[config.mk]
export PLATFORM = sky130hd
export DESIGN_NAME = uart_cmd_parser
export DESIGN_NICKNAME = d
export VERILOG_FILES = /design/src/rtl/uart_cmd_pkg.sv /design/src/rtl/uart_idle_timer.sv /design/src/rtl/uart_cmd_parser.sv
export SDC_FILE = /design/constraint.sdc
export NUM_CORES = 1
export LEC_CHECK = 0
export BUFFER_PORTS_ARGS = -buffer_cell sky130_fd_sc_hd__buf_2
export CORE_MARGIN = 4
export CORE_UTILIZATION = 40
export CTS_CLUSTER_DIAMETER = 50
export DETAILED_ROUTE_END_ITERATION = 8
export GPL_ROUTABILITY_DRIVEN = 1
export REMOVE_ABC_BUFFERS = 1
export SYNTH_ARGS = -nofsm -noshare
export SYNTH_HDL_FRONTEND = slang
export SYNTH_HIERARCHICAL = 1
export SYNTH_SLANG_ARGS = --single-unit
[constraint.sdc]
create_clock -name clk -period 2.6 [get_ports clk]
set_input_delay 0.26 -clock clk [delete_from_list [all_inputs] [get_ports clk]]
set_output_delay 0.26 -clock clk [all_outputs]
set_load 0.01 [all_outputs]
[src/rtl/uart_cmd_pkg.sv]
// Shared types and constants for the UART command-frame parser.
// Holds the parser state encoding, the default frame header and the RSA command codes.
package uart_cmd_pkg;

  typedef enum logic [2:0] {
    IDLE    = 3'd0,
    CMD     = 3'd1,
    LEN     = 3'd2,
    PAYLOAD = 3'd3,
    CHK     = 3'd4,
    HOLD    = 3'd5
  } state_t;

  localparam logic [7:0] SOF_DEFAULT  = 8'hA5;

  localparam logic [7:0] CMD_LOAD_N   = 8'h01;
  localparam logic [7:0] CMD_LOAD_E   = 8'h02;
  localparam logic [7:0] CMD_LOAD_MSG = 8'h03;
  localparam logic [7:0] CMD_START    = 8'h10;

  // Running frame checksum: a plain XOR over CMD, LEN and the payload bytes.
  function automatic logic [7:0] chk_fold(input logic [7:0] acc, input logic [7:0] data);
    return acc ^ data;
  endfunction

endpackage

[src/rtl/uart_idle_timer.sv]
// Inter-byte idle counter with synchronous clear and count enable.
// done is asserted while the count sits at TO_CYC-1; the count saturates there.
module uart_idle_timer #(
  parameter int TO_CYC = 1_000_000
) (
  input  logic clk,
  input  logic reset_n,
  input  logic clr,
  input  logic en,
  output logic done
);

  localparam int CW = (TO_CYC > 1) ? $clog2(TO_CYC) : 1;
  localparam logic [CW-1:0] LAST = CW'(TO_CYC - 1);

  logic [CW-1:0] cnt_r;
  logic          done_s;

  assign done_s = (cnt_r == LAST);
  assign done   = done_s;

  // Idle counter: cleared on request, advances while enabled until it reaches LAST.
  always_ff @(posedge clk or negedge reset_n) begin
    if (!reset_n) begin
      cnt_r <= '0;
    end else if (clr) begin
      cnt_r <= '0;
    end else if (en && !done_s) begin
      cnt_r <= cnt_r + CW'(1);
    end else begin
      cnt_r <= cnt_r;
    end
  end

endmodule

[src/rtl/uart_cmd_parser.sv]
// Pops bytes from a show-ahead UART rx FIFO and assembles SOF/CMD/LEN/payload/CHK frames.
// Good frames are held on a valid/ready port; checksum, length and timeout errors pulse for one cycle.
module uart_cmd_parser
  import uart_cmd_pkg::*;
#(
  parameter int         DBIT    = 8,
  parameter int         MAX_LEN = 16,
  parameter logic [7:0] SOF     = SOF_DEFAULT,
  parameter int         TO_CYC  = 1_000_000
) (
  input  logic                 clk,
  input  logic                 reset_n,
  input  logic [DBIT-1:0]      r_data,
  input  logic                 rx_empty,
  output logic                 rd_uart,
  output logic                 cmd_valid,
  input  logic                 cmd_ready,
  output logic [7:0]           cmd_code,
  output logic [7:0]           cmd_len,
  output logic [8*MAX_LEN-1:0] cmd_payload,
  output logic                 err_chk,
  output logic                 err_len,
  output logic                 err_timeout
);

  state_t               state_r, state_nxt;
  logic [7:0]           byte_s;
  logic                 pop_s, timer_active_s, timer_done_s, timeout_s;
  logic                 ld_code_s, ld_len_s, clr_pl_s, wr_pl_s;
  logic                 err_chk_nxt, err_len_nxt, err_to_nxt, valid_nxt;
  logic [7:0]           chk_r, chk_nxt;
  logic [7:0]           idx_r, idx_nxt;
  logic [7:0]           cmd_code_r, cmd_len_r;
  logic [8*MAX_LEN-1:0] cmd_payload_r;
  logic                 cmd_valid_r, err_chk_r, err_len_r, err_to_r;

  assign byte_s         = r_data;
  assign pop_s          = !rx_empty && (state_r != HOLD);
  assign timer_active_s = (state_r == CMD) || (state_r == LEN) ||
                          (state_r == PAYLOAD) || (state_r == CHK);
  assign timeout_s      = timer_active_s && timer_done_s;

  assign rd_uart     = pop_s;
  assign cmd_valid   = cmd_valid_r;
  assign cmd_code    = cmd_code_r;
  assign cmd_len     = cmd_len_r;
  assign cmd_payload = cmd_payload_r;
  assign err_chk     = err_chk_r;
  assign err_len     = err_len_r;
  assign err_timeout = err_to_r;

  uart_idle_timer #(.TO_CYC(TO_CYC)) u_idle_timer (
    .clk     (clk),
    .reset_n (reset_n),
    .clr     (pop_s || !timer_active_s),
    .en      (rx_empty),
    .done    (timer_done_s)
  );

  // Parser state register.
  always_ff @(posedge clk or negedge reset_n) begin
    if (!reset_n) begin
      state_r <= IDLE;
    end else begin
      state_r <= state_nxt;
    end
  end

  // Next state and datapath strobes; a timeout overrides any byte popped in the same cycle.
  always_comb begin
    state_nxt   = state_r;
    ld_code_s   = 1'b0;
    ld_len_s    = 1'b0;
    clr_pl_s    = 1'b0;
    wr_pl_s     = 1'b0;
    err_chk_nxt = 1'b0;
    err_len_nxt = 1'b0;
    err_to_nxt  = 1'b0;
    valid_nxt   = cmd_valid_r;
    chk_nxt     = chk_r;
    idx_nxt     = idx_r;
    if (timeout_s) begin
      state_nxt  = IDLE;
      err_to_nxt = 1'b1;
    end else if (pop_s || (state_r == HOLD)) begin
      case (state_r)
        IDLE: begin
          if (byte_s == SOF) state_nxt = CMD;
          else               state_nxt = IDLE;
        end
        CMD: begin
          ld_code_s = 1'b1;
          chk_nxt   = byte_s;
          state_nxt = LEN;
        end
        LEN: begin
          chk_nxt = chk_fold(chk_r, byte_s);
          if (byte_s > 8'(MAX_LEN)) begin
            err_len_nxt = 1'b1;
            state_nxt   = IDLE;
          end else begin
            // Payload is cleared for zero-length frames too, so unused bytes always read 0.
            ld_len_s  = 1'b1;
            clr_pl_s  = 1'b1;
            idx_nxt   = 8'd0;
            state_nxt = (byte_s == 8'd0) ? CHK : PAYLOAD;
          end
        end
        PAYLOAD: begin
          wr_pl_s = 1'b1;
          chk_nxt = chk_fold(chk_r, byte_s);
          idx_nxt = idx_r + 8'd1;
          if (idx_r == (cmd_len_r - 8'd1)) state_nxt = CHK;
          else                             state_nxt = PAYLOAD;
        end
        CHK: begin
          if (byte_s == chk_r) begin
            valid_nxt = 1'b1;
            state_nxt = HOLD;
          end else begin
            err_chk_nxt = 1'b1;
            state_nxt   = IDLE;
          end
        end
        HOLD: begin
          if (cmd_valid_r && cmd_ready) begin
            valid_nxt = 1'b0;
            state_nxt = IDLE;
          end else begin
            state_nxt = HOLD;
          end
        end
        default: state_nxt = IDLE;
      endcase
    end else begin
      state_nxt = state_r;
    end
  end

  // Frame fields, checksum, payload index, valid flag and one-cycle error pulses.
  always_ff @(posedge clk or negedge reset_n) begin
    if (!reset_n) begin
      cmd_code_r    <= 8'd0;
      cmd_len_r     <= 8'd0;
      cmd_payload_r <= '0;
      chk_r         <= 8'd0;
      idx_r         <= 8'd0;
      cmd_valid_r   <= 1'b0;
      err_chk_r     <= 1'b0;
      err_len_r     <= 1'b0;
      err_to_r      <= 1'b0;
    end else begin
      if (ld_code_s) cmd_code_r <= byte_s;
      if (ld_len_s)  cmd_len_r  <= byte_s;
      if (clr_pl_s) begin
        cmd_payload_r <= '0;
      end else begin
        for (int i = 0; i < MAX_LEN; i++) begin
          if (wr_pl_s && (idx_r == 8'(i))) cmd_payload_r[8*i +: 8] <= byte_s;
        end
      end
      chk_r       <= chk_nxt;
      idx_r       <= idx_nxt;
      cmd_valid_r <= valid_nxt;
      err_chk_r   <= err_chk_nxt;
      err_len_r   <= err_len_nxt;
      err_to_r    <= err_to_nxt;
    end
  end

endmodule

==> impl_metrics.toml <==
[logic_synthesis]
synth_top_area_frac = 0.548
synth-seq-cells = 187
yosysSeqAreaShare = 0.548
synth_top_area_cell = "dfrtp_1"
yosysWarnings = 6
synth_flop_cell = "dfrtp_1"
synthTopCellsByArea = "dfrtp_1 55%, nand2_1 7.3%, nand3_1 5.2%"
synth_edf_count = 0
syn_area_um2 = 8540
synth_most_common_cell = "dfrtp_1"
synthArstFlopShare = 1.00
synthCells = 909
synth_cell_types = 55
avgSynthCellArea_um2 = 9.39
ys_top_cells_by_count = "187 x dfrtp_1, 165 x nand2_1, 88 x nand3_1"

[die]
core_um2 = 21000
io_pins = 161
fp.dieArea_um2 = 23700
die_h_um = 154
die_w_um = 154
start_util = 0.406
num_rows = 53

[route]
via_count = 7117
routed_via_density = 5.20
dr.pass1.iters = 5
drtAntennaViolNets = 0
routedWlPerCell_um = 17.5
drt_iter0_markers = 437
drc_errors = 0
wl_um = 23900

[sta]
report.final.slew_viol_count = 0
hold_violations = 0
skew_ns = 0.0148
slew_headroom = 0.430
period_share = 0.919
fin_crit_ns = 2.39
whs_ns = 0.151
setup_viol = 0
fmax_mhz = 418
tightest_slew_ns = 0.844

[grt]
grt_pass1_vias = 6847
grt_pass1_wl_um = 38200
grt_max_degree = 61
grt_overflow = 0
antenna_found_initial = 0
grtUsageTotal = 0.201

[power]
total_power_mw = 5.73
leakage_nw = 5.13
powerDensity_nw_per_um2 = 543
peakVddDrop_mv = 0.429

[min_path]
min-delay-start = "cmd_ready"
hold_depth = 4
holdCritPathClass = "input port to flip-flop"
whs_endpoint = "cmd_valid$_DFFE_PN0P_"

[cts]
cts.path.max_buffers = 2
cts_tree = "done"
cts-root-buf = "clkbuf_16"
cts.sinks = 187
cts-buffers-inserted = 17
clock_latency_ns = 0.44
htree_levels = 4
clk_pin_slew_ns = 0.07

[worst_setup_path]
rrSetupSlack_ns = 0.21
crit_arrival_ns = 2.70
worstRegToRegCells = 10
crit_type = "flip-flop to flip-flop"
rr_endpoint = "cmd_payload[18]$_DFFE_PN0P_"
cp-end-kind = "flip-flop"
crit_fanout = 11
required_ns = 2.92
cp-start-kind = "flip-flop"
r2r_start = "u_idle_timer/cnt_r[0]$_DFFE_PN0P_"

[placed_design]
gp_congestion = 0.791
dp_hpwl_um = 16100
port_buffers = 160

[final_layout]
num_antenna_cells = 0
area_growth_syn_to_layout_pct = 23.6
fin_nets = 1099
drive_gt1_frac = 0.263

[run_status]
status = "complete, no violations"

[flow_run]
drv_cap = 0
## power by group
| part | switching [mW] | internal [mW] |
|---|---|---|
| Combinational | 0.185 | 0.0793 |
| Clock | 1.24 | 1.26 |
| Sequential | 0.0273 | 2.93 |
## worst max-delay path: stages, from the launching register on
cell     delay (ns)
dfrtp_1        0.39
ha_1           0.21
and3b_1        0.19
nor2b_4        0.15
nor3_4         0.18
nand3_2        0.13
buf_4          0.18
nor3_2         0.20
and2_2         0.36
mux2i_1        0.22
nor2_1         0.06
## worst max path at each step
stage,endpoint,startpoint
2_1_floorplan,cmd_len[0]$_DFFE_PN0P_,u_idle_timer/cnt_r[0]$_DFFE_PN0P_
3_3_place_gp,cmd_payload[45]$_DFFE_PN0P_,u_idle_timer/cnt_r[0]$_DFFE_PN0P_
3_5_place_dp,cmd_payload[62]$_DFFE_PN0P_,u_idle_timer/cnt_r[0]$_DFFE_PN0P_
4_1_cts,cmd_payload[93]$_DFFE_PN0P_,u_idle_timer/cnt_r[0]$_DFFE_PN0P_
5_1_grt,cmd_payload[11]$_DFFE_PN0P_,u_idle_timer/cnt_r[0]$_DFFE_PN0P_
6_report,cmd_payload[18]$_DFFE_PN0P_,u_idle_timer/cnt_r[0]$_DFFE_PN0P_
## layer usage
layer,vias to the layer above,part of all wire,GRT usage
met4,0,0.015,0.0538
met2,182,0.47,0.315
met1,3467,0.46,0.284
li1,3443,-,-
met5,-,0,0
met3,25,0.057,0.0453
## layout by cell type, fill, tap and decap left out, types with 17 or more instances in the layout
| cell type | instances |
|---|---|
| buf_4 | 56 |
| nand2_1 | 158 |
| a21oi_1 | 72 |
| buf_2 | 159 |
| dfrtp_1 | 187 |
| xnor2_1 | 23 |
| o21ai_0 | 60 |
| clkbuf_16 | 17 |
| mux2i_1 | 21 |
| nand3_1 | 88 |
| o21ai_1 | 26 |
| nor2_1 | 55 |
## registers in the layout, indices dropped and copies added, names as in the netlist
signal / count
idx_r: 8
cmd_valid: 1
err_timeout: 1
cmd_payload: 128
cmd_len: 8
chk_r: 8
u_idle_timer/cnt_r: 20
state_r: 3
err_chk: 1
cmd_code: 8
err_len: 1
## logic make-up (layout without fill, tap and decap cells)
logic type	Yosys count	in the layout	synth area share
fa+ha+maj	6	6	0.00879
flops	187	187	0.548
xor+xnor	37	37	0.0379
compound gates	174	174	0.109
buf+inv	83	267	0.0435
mux	26	26	0.0312
simple gates	396	396	0.222
## stage by stage
| step | worst slack, ns | std cells | area (µm²) | utilization | TNS, ns |
|---|---|---|---|---|---|
| 2_1_floorplan | -4.05 | 838 | 8210 | - | -366.61 |
| 3_3_place_gp | -0.182 | 1328 | 9840 | 0.468 | -7.08 |
| 3_5_place_dp | -0.208 | 1328 | 9840 | 0.468 | -9.85 |
| 4_1_cts | -0.0108 | 1360 | 10400 | 0.496 | -0.0368 |
| 5_1_grt | -0.00318 | 1368 | 10600 | 0.502 | -0.00529 |
| 6_report | 0.210 | 1368 | 10600 | 0.502 | 0 |
## layout make-up
type | count | area (µm²)
clock buffers | 17 | 425
repair buffers | 224 | 1370
flip-flops and latches | 187 | 4680
well taps | 275 | 344
inverters | 12 | 45.0
multi-input cells | 639 | 3550
clock inverters | 14 | 133
fillers | 1976 | 10500
## repair_timing
item                       4_1_cts  5_1_grt
pin swaps                        0        3
gates resized for setup          5       14
buffers inserted                 0        8
hold buffers                     1        0
setup endpoints to repair       73      139
hold endpoints to repair        51        0
Note: power is estimated with default switching activity, not from simulation.
